### config.mk
export PLATFORM = sky130hd
export DESIGN_NAME = four_two_priority_encoder
export DESIGN_NICKNAME = d
export VERILOG_FILES = /design/src/rtl/four_two_priority_encoder.sv
export SDC_FILE = /design/constraint.sdc
export NUM_CORES = 1
export LEC_CHECK = 0
export BUFFER_PORTS_ARGS = -buffer_cell sky130_fd_sc_hd__buf_2
export CORE_AREA = 2 2 39 41
export CTS_BUF_LIST = sky130_fd_sc_hd__clkbuf_4 sky130_fd_sc_hd__clkbuf_8
export CTS_CLUSTER_SIZE = 8
export DETAILED_ROUTE_END_ITERATION = 10
export DIE_AREA = 0 0 41 43
export MAX_ROUTING_LAYER = met4
export PLACE_DENSITY = 0.53
export SLEW_MARGIN = 20
export SYNTH_ARGS = -nofsm -noshare
export SYNTH_HDL_FRONTEND = slang
export SYNTH_SLANG_ARGS = --single-unit
### constraint.sdc
create_clock -name clk -period 2.6 [get_ports clk]
set_input_delay 0.26 -clock clk [delete_from_list [all_inputs] [get_ports clk]]
set_output_delay 0.26 -clock clk [all_outputs]
set_load 0.005 [all_outputs]
### src/rtl/four_two_priority_encoder.sv
// Registered 4-to-2 priority encoder with request capture and valid/ack handshake.
// Define FOUR_TWO_ROUND_ROBIN_EN for rotating priority; default is fixed 3>2>1>0.
module four_two_priority_encoder (
    input  logic       clk,
    input  logic       rst,
    input  logic       Cs,
    input  logic [3:0] Req_n,
    input  logic       Ack,
    output logic       A1,
    output logic       A0,
    output logic       Valid,
    output logic [3:0] Pend
);
    typedef enum logic {IDLE, GRANT} state_t;

    state_t     state, state_nxt;
    logic [3:0] pend, pend_nxt, pend_clr, pend_set;
    logic [1:0] code, code_nxt, win;
    logic       any_pend;

    assign any_pend = |pend;

`ifdef FOUR_TWO_ROUND_ROBIN_EN
    logic [1:0] last;
    logic [7:0] dbl;
    logic [3:0] rot;
    logic [1:0] off;

    // rot[3] is the top-priority index (last+3), rot[0] is last itself
    always_comb begin
        dbl = {pend, pend};
        rot = dbl[{1'b0, last} +: 4];
        if (rot[3])      off = 2'd3;
        else if (rot[2]) off = 2'd2;
        else if (rot[1]) off = 2'd1;
        else             off = 2'd0;
        win = last + off;
    end

    always_ff @(posedge clk) begin
        if (rst)
            last <= 2'd0;
        else if (state == GRANT && Ack)
            last <= code;
    end
`else
    always_comb begin
        if (pend[3])      win = 2'd3;
        else if (pend[2]) win = 2'd2;
        else if (pend[1]) win = 2'd1;
        else              win = 2'd0;
    end
`endif

    always_comb begin
        state_nxt = state;
        code_nxt  = code;
        pend_clr  = 4'b0000;
        case (state)
            IDLE: begin
                if (any_pend) begin
                    state_nxt = GRANT;
                    code_nxt  = win;
                end
            end
            GRANT: begin
                if (Ack) begin
                    state_nxt = IDLE;
                    pend_clr  = 4'b0001 << code;
                end
            end
            default: state_nxt = IDLE;
        endcase
    end

    // set after clear: a line still held low re-pends on the ack edge
    assign pend_set = Cs ? 4'b0000 : ~Req_n;
    assign pend_nxt = (pend & ~pend_clr) | pend_set;

    always_ff @(posedge clk) begin
        if (rst) begin
            state <= IDLE;
            pend  <= 4'b0000;
            code  <= 2'd0;
        end else begin
            state <= state_nxt;
            pend  <= pend_nxt;
            code  <= code_nxt;
        end
    end

    assign A1    = code[1];
    assign A0    = code[0];
    assign Valid = (state == GRANT);
    assign Pend  = pend;
endmodule

==> flow_summary.ini, run 1 <==
[status]
status = finished, final reports clean

[synthesis]
ys_seq_area_share_pct = 44.98
syn-num-nets = 44
synth_top_family_by_area = simple AND/OR/NAND/NOR gates
synthCells = 36
synth-seq-cells = 7
synth-warning-count = 0
synth.distinct_cells = 16
synth.avg_cell_area_um2 = 8.654
synth_area_um2 = 311.5
synthAdderAreaFrac_pct = 0
muxShareOfSynthArea_pct = 0
synthSimpleGateAreaFrac_pct = 32.93
synth_compound_area_share_pct = 18.07
synth_xor_area_share_pct = 0

[timing]
post-route-period-util_pct = 45.00
fin_tns_setup_ns = 0
drv_slew = 0
fmax_ghz = 0.8547
worst_pin_slew_ns = 0.2896
slew_headroom_pct = 80.67
rsz0062_at_grt = false
setup_viol = 0
fin_skew_ns = 0.006998
fin_crit_ns = 1.170
hold_violations = 0
worst_slack_ns = 1.430

[floorplanning]
design.die.area_mm2 = 0.001763
die_h_um = 43
die-width_um = 41
rows = 14
initial_core_util_pct = 22.51
fp.coreArea_mm2 = 0.001384
num_io_pins = 15

[pwr]
seq_power_share_pct = 46.9
power.density_mw_per_mm2 = 678.6
total_power_w = 0.0002895
p_int_w = 0.0002137
pwr-share-clk_pct = 37.4
pwr-share-comb_pct = 15.7
p_leak_nw = 0.1962
power_switching_w = 0.00007581
peakVddDrop_v = 0.0002140
swShare_pct = 26.18

[worst_setup_path]
cp_top_family = flip-flops
start_kind = flop
critPathMaxFanout = 10
criticalPathCategory = reg -> out
cp_cell_sequence = buf_2
worstPathBufferInverterCount = 1
end_kind = output port
required_ns = 2.34
crit_slowest_cell = dfxtp_1
crit_path_max_incr_delay_ns = 0.48
arrival_ns = 0.91

[placement]
dp_hpwl_um = 589.9
port_buffers = 14
pre_cts_slack_ns = 1.543
gp_congestion = 0.7234

[drt]
routedWlPerCell_um = 11.06
drc = 0
drt_pass1_iterations = 4
drtIter0Drc = 5
viasPerCell = 4.855
postRouteWirelength_um = 763
vias = 335
drtAntennaViolNets = 0

[global_routing]
busiest_layer = met2
grt_pass1_vias = 304
use_met2_pct = 15.31
use_met3_pct = 6.283
grt_max_degree = 11
use_met1_pct = 14.24
grt_usage_pct = 11.44
antenna_found_initial = 0
grt-ovfl-total = 0
grt_pass1_wl_mm = 1.304

[finish]
mostFrequentLayoutCells = 14 x buf_2, 8 x nor2_1, 7 x dfxtp_1
fin_util_pct = 30.83
multiInputGateArea_um2 = 158.9
layout-area-overhead-vs-synth_pct = 36.95
num_antenna_cells = 0
final-seq-area_um2 = 140.1
nNetsFinal = 62
nFillCells = 148
drive_gt1_share_pct = 37.74
final_common_cell = buf_2

[clock_network]
cts_htree_levels = 1
cts_num_sinks = 7
clkLatencyLatePin_ns = 0.25
cts.repair.resized = 0
root_buffer = clkbuf_4
cts_buffer_depth = 2
clk_pin_slew_worst_paths_ns = 0.05
cts_setup_buffers = 0
cts_tree = yes
cts_hold_buffers = 0
cts_buffers = 3

[hold_path]
worstHoldPathType = in -> reg

[flow_run]
cap_violations = 0
-- Yosys cell counts --
cell type	instances	area, µm²
nor2_1	8	30.03
dfxtp_1	7	140.1
a21oi_1	5	25.02
inv_1	2	7.510
nand4b_1	2	17.52
o21bai_1	2	15.01
and3_1	1	6.260
buf_2	1	5.000
nand2_1	1	3.750
nand2b_1	1	6.260
nand4_1	1	6.260
nor3_1	1	5.000
nor4_1	1	6.260
nor4_4	1	21.27
o21ai_0	1	5.000
o311a_2	1	11.26
-- layout make-up --
type	instances	share of cell area, %
Clock buffer	4	7.038
Inverter	2	1.760
Multi-Input combinational cell	26	37.24
Sequential cell	7	32.84
Tap cell	16	4.692
Timing Repair Buffer	14	16.42
-- worst paths after layout --
kind,from,endpoint,slack (ns),depth (start not counted)
worst max-delay path,Valid,Valid,1.43,1
worst min-delay path,rst,Pend[1],0.26,2
worst max register to register,Pend[3],Valid,1.54,3
worst min register to register,code[1],code[1],0.56,2
-- per-layer routing --
layer | routed length, µm | up-vias
met5 | 0 | -
met1 | 305 | 152
met2 | 358 | 20
met4 | 0 | 0
met3 | 99 | 0
li1 | - | 163
-- per-stage QoR --
| step | hold slack [ns] | instances | area, µm² |
|---|---|---|---|
| 2_1_floorplan | 0.3291 | 36 | 311.5 |
| 3_3_place_gp | 0.5262 | 65 | 396.6 |
| 3_5_place_dp | 0.5262 | 65 | 396.6 |
| 4_1_cts | 0.2515 | 69 | 426.7 |
| 5_1_grt | 0.2645 | 69 | 426.7 |
| 6_report | 0.2601 | 69 | 426.7 |
-- power by group through the flow --
stage,clock (W),combinational [W],sequential (W)
6_report,0.000108,0.0000455,0.000136
3_5_place_dp,0,0.0000460,0.000138
5_1_grt,0.000119,0.0000527,0.000139
2_1_floorplan,0,0.0000287,0.000133
4_1_cts,0.000114,0.0000461,0.000136
3_3_place_gp,0,0.0000462,0.000137
-- registers in the layout, summed over array words and instances, names as in the netlist --
signal and flops:
Pend 4, code 2, Valid 1
-- cell families (layout without fill, tap and decap cells) --
| kind of cell | Yosys count | count (layout) |
|---|---|---|
| AO/OA/AOI/OAI | 9 | 9 |
| buffers and inverters | 3 | 20 |
| flip-flops | 7 | 7 |
| AND/OR/NAND/NOR | 17 | 17 |
(Power assumes the default switching activity.)
==> run 2, diff against run 1 <==
- clock period: 2.6 -> 1.2 ns (I/O delays scaled with it)
==> flow_summary.ini, run 2 (same netlist as run 1, synthesis figures left out) <==
[floorplanning]
die-width_um = 41
num_io_pins = 15
die_h_um = 43
fp.coreArea_mm2 = 0.001384
initial_core_util_pct = 22.51
design.die.area_mm2 = 0.001763
rows = 14

[finish]
num_antenna_cells = 0
drive_gt1_share_pct = 38.89
final_cell_area_um2 = 434.2
final_common_cell = buf_2
nFillCells = 152
mostFrequentLayoutCells = 14 x buf_2, 8 x nor2_1, 7 x dfxtp_1
largest_register_ffs = 4
layout-area-overhead-vs-synth_pct = 39.36
nNetsFinal = 63

[timing]
hold_violations = 0
fin_skew_ns = 0.0002038
rsz0062_at_grt = false
fin_crit_ns = 1.058
worst_pin_slew_ns = 0.2731
fin_tns_setup_ns = 0
drv_slew = 0
setup_viol = 0
slew_headroom_pct = 81.77
fmax_ghz = 0.9452
whs_ns = 0.1236
post-route-period-util_pct = 88.16

[hold_path]
worstHoldPathType = in -> reg

[drt]
postRouteWirelength_um = 784
vias = 334
routedWlPerCell_um = 11.20
drt_pass1_iterations = 4
drc = 0
drtIter0Drc = 5
viasPerCell = 4.771
drtAntennaViolNets = 0

[clock_network]
cts_htree_levels = 1
clkLatencyLatePin_ns = 0.25
cts_setup_buffers = 0
root_buffer = clkbuf_4
cts.repair.resized = 0
cts_buffer_depth = 2
cts_hold_buffers = 0
cts_tree = yes
cts_num_sinks = 7
clk_pin_slew_worst_paths_ns = 0.05
cts_buffers = 3

[worst_setup_path]
crit_slowest_cell = dfxtp_1
critPathMaxFanout = 5
end_kind = flop
criticalPathCategory = reg -> reg
cp_top_family = simple AND/OR/NAND/NOR gates
arrival_ns = 1.20
worstPathBufferInverterCount = 0
cp_cell_sequence = nor4_4 -> nand2b_1 -> and3_1
crit_path_max_incr_delay_ns = 0.37
required_ns = 1.34
start_kind = flop
r2r_setup_slack_ns = 0.14

[global_routing]
grt_usage_pct = 11.92
antenna_found_initial = 0
grt_pass1_wl_mm = 1.297
grt_pass1_vias = 313
grt_max_degree = 11
grt-ovfl-total = 0

[flow_run]
cap_violations = 0

[status]
status = finished, final reports clean

[pwr]
peakVddDrop_v = 0.0005300
p_leak_nw = 0.2014
power.density_mw_per_mm2 = 1463

[placement]
place_area_um2 = 404.1
dp_hpwl_um = 623.3
gp_congestion = 0.6980
port_buffers = 14
-- run 2: final cells by class --
class                   count  area [µm²]  area share (%)
well taps                  16       20.02           4.611
inverters                   2       7.507           1.729
multi-input cells          26       158.9           36.60
clock buffers               4       30.03           6.916
repair buffers             15       77.57           17.87
flip-flops and latches      7       140.1           32.28
-- run 2: per-stage QoR --
stage	std cells	utilization [%]	setup slack (ns)	power [W]
finish	70	31.37	0.1421	0.0006354
global route	70	31.37	0.01674	0.0006836
CTS	70	31.37	0.1354	0.0006435
detailed placement	66	29.20	0.1454	0.0004019
global placement	66	29.20	0.1124	0.0004006
floorplan	36	-	0.2065	0.0003494
-- run 2: routing by layer --
layer	vias up	global-route usage (%)	part of all wire (%)
li1	164	-	-
met2	15	17.19	43
met3	4	6.283	9.6
met1	151	11.86	44
met4	0	8.000	2.9
met5	-	-	0
-- run 2: worst paths after layout --
check                           startpoint       to  depth (start not counted)
worst max register to register     Pend[3]    Valid                          3
worst min-delay path                   rst  code[1]                          2
worst max-delay path               Pend[3]    Valid                          3
worst min register to register     code[1]  code[1]                          2
-- run 2: worst register-to-register path, cell delays in order, from the launching register on --
cell and delay, ns:
dfxtp_1 0.37, nor4_4 0.33, nand2b_1 0.07, and3_1 0.18
-- run 2: where the power goes --
group          internal [W]  leakage [nW]  total, W  switching, W
Combinational     0.0000607         0.125  0.000103     0.0000426
Clock              0.000150        0.0184  0.000240     0.0000903
Sequential         0.000256        0.0581  0.000292     0.0000366
Total              0.000466         0.201  0.000635      0.000169
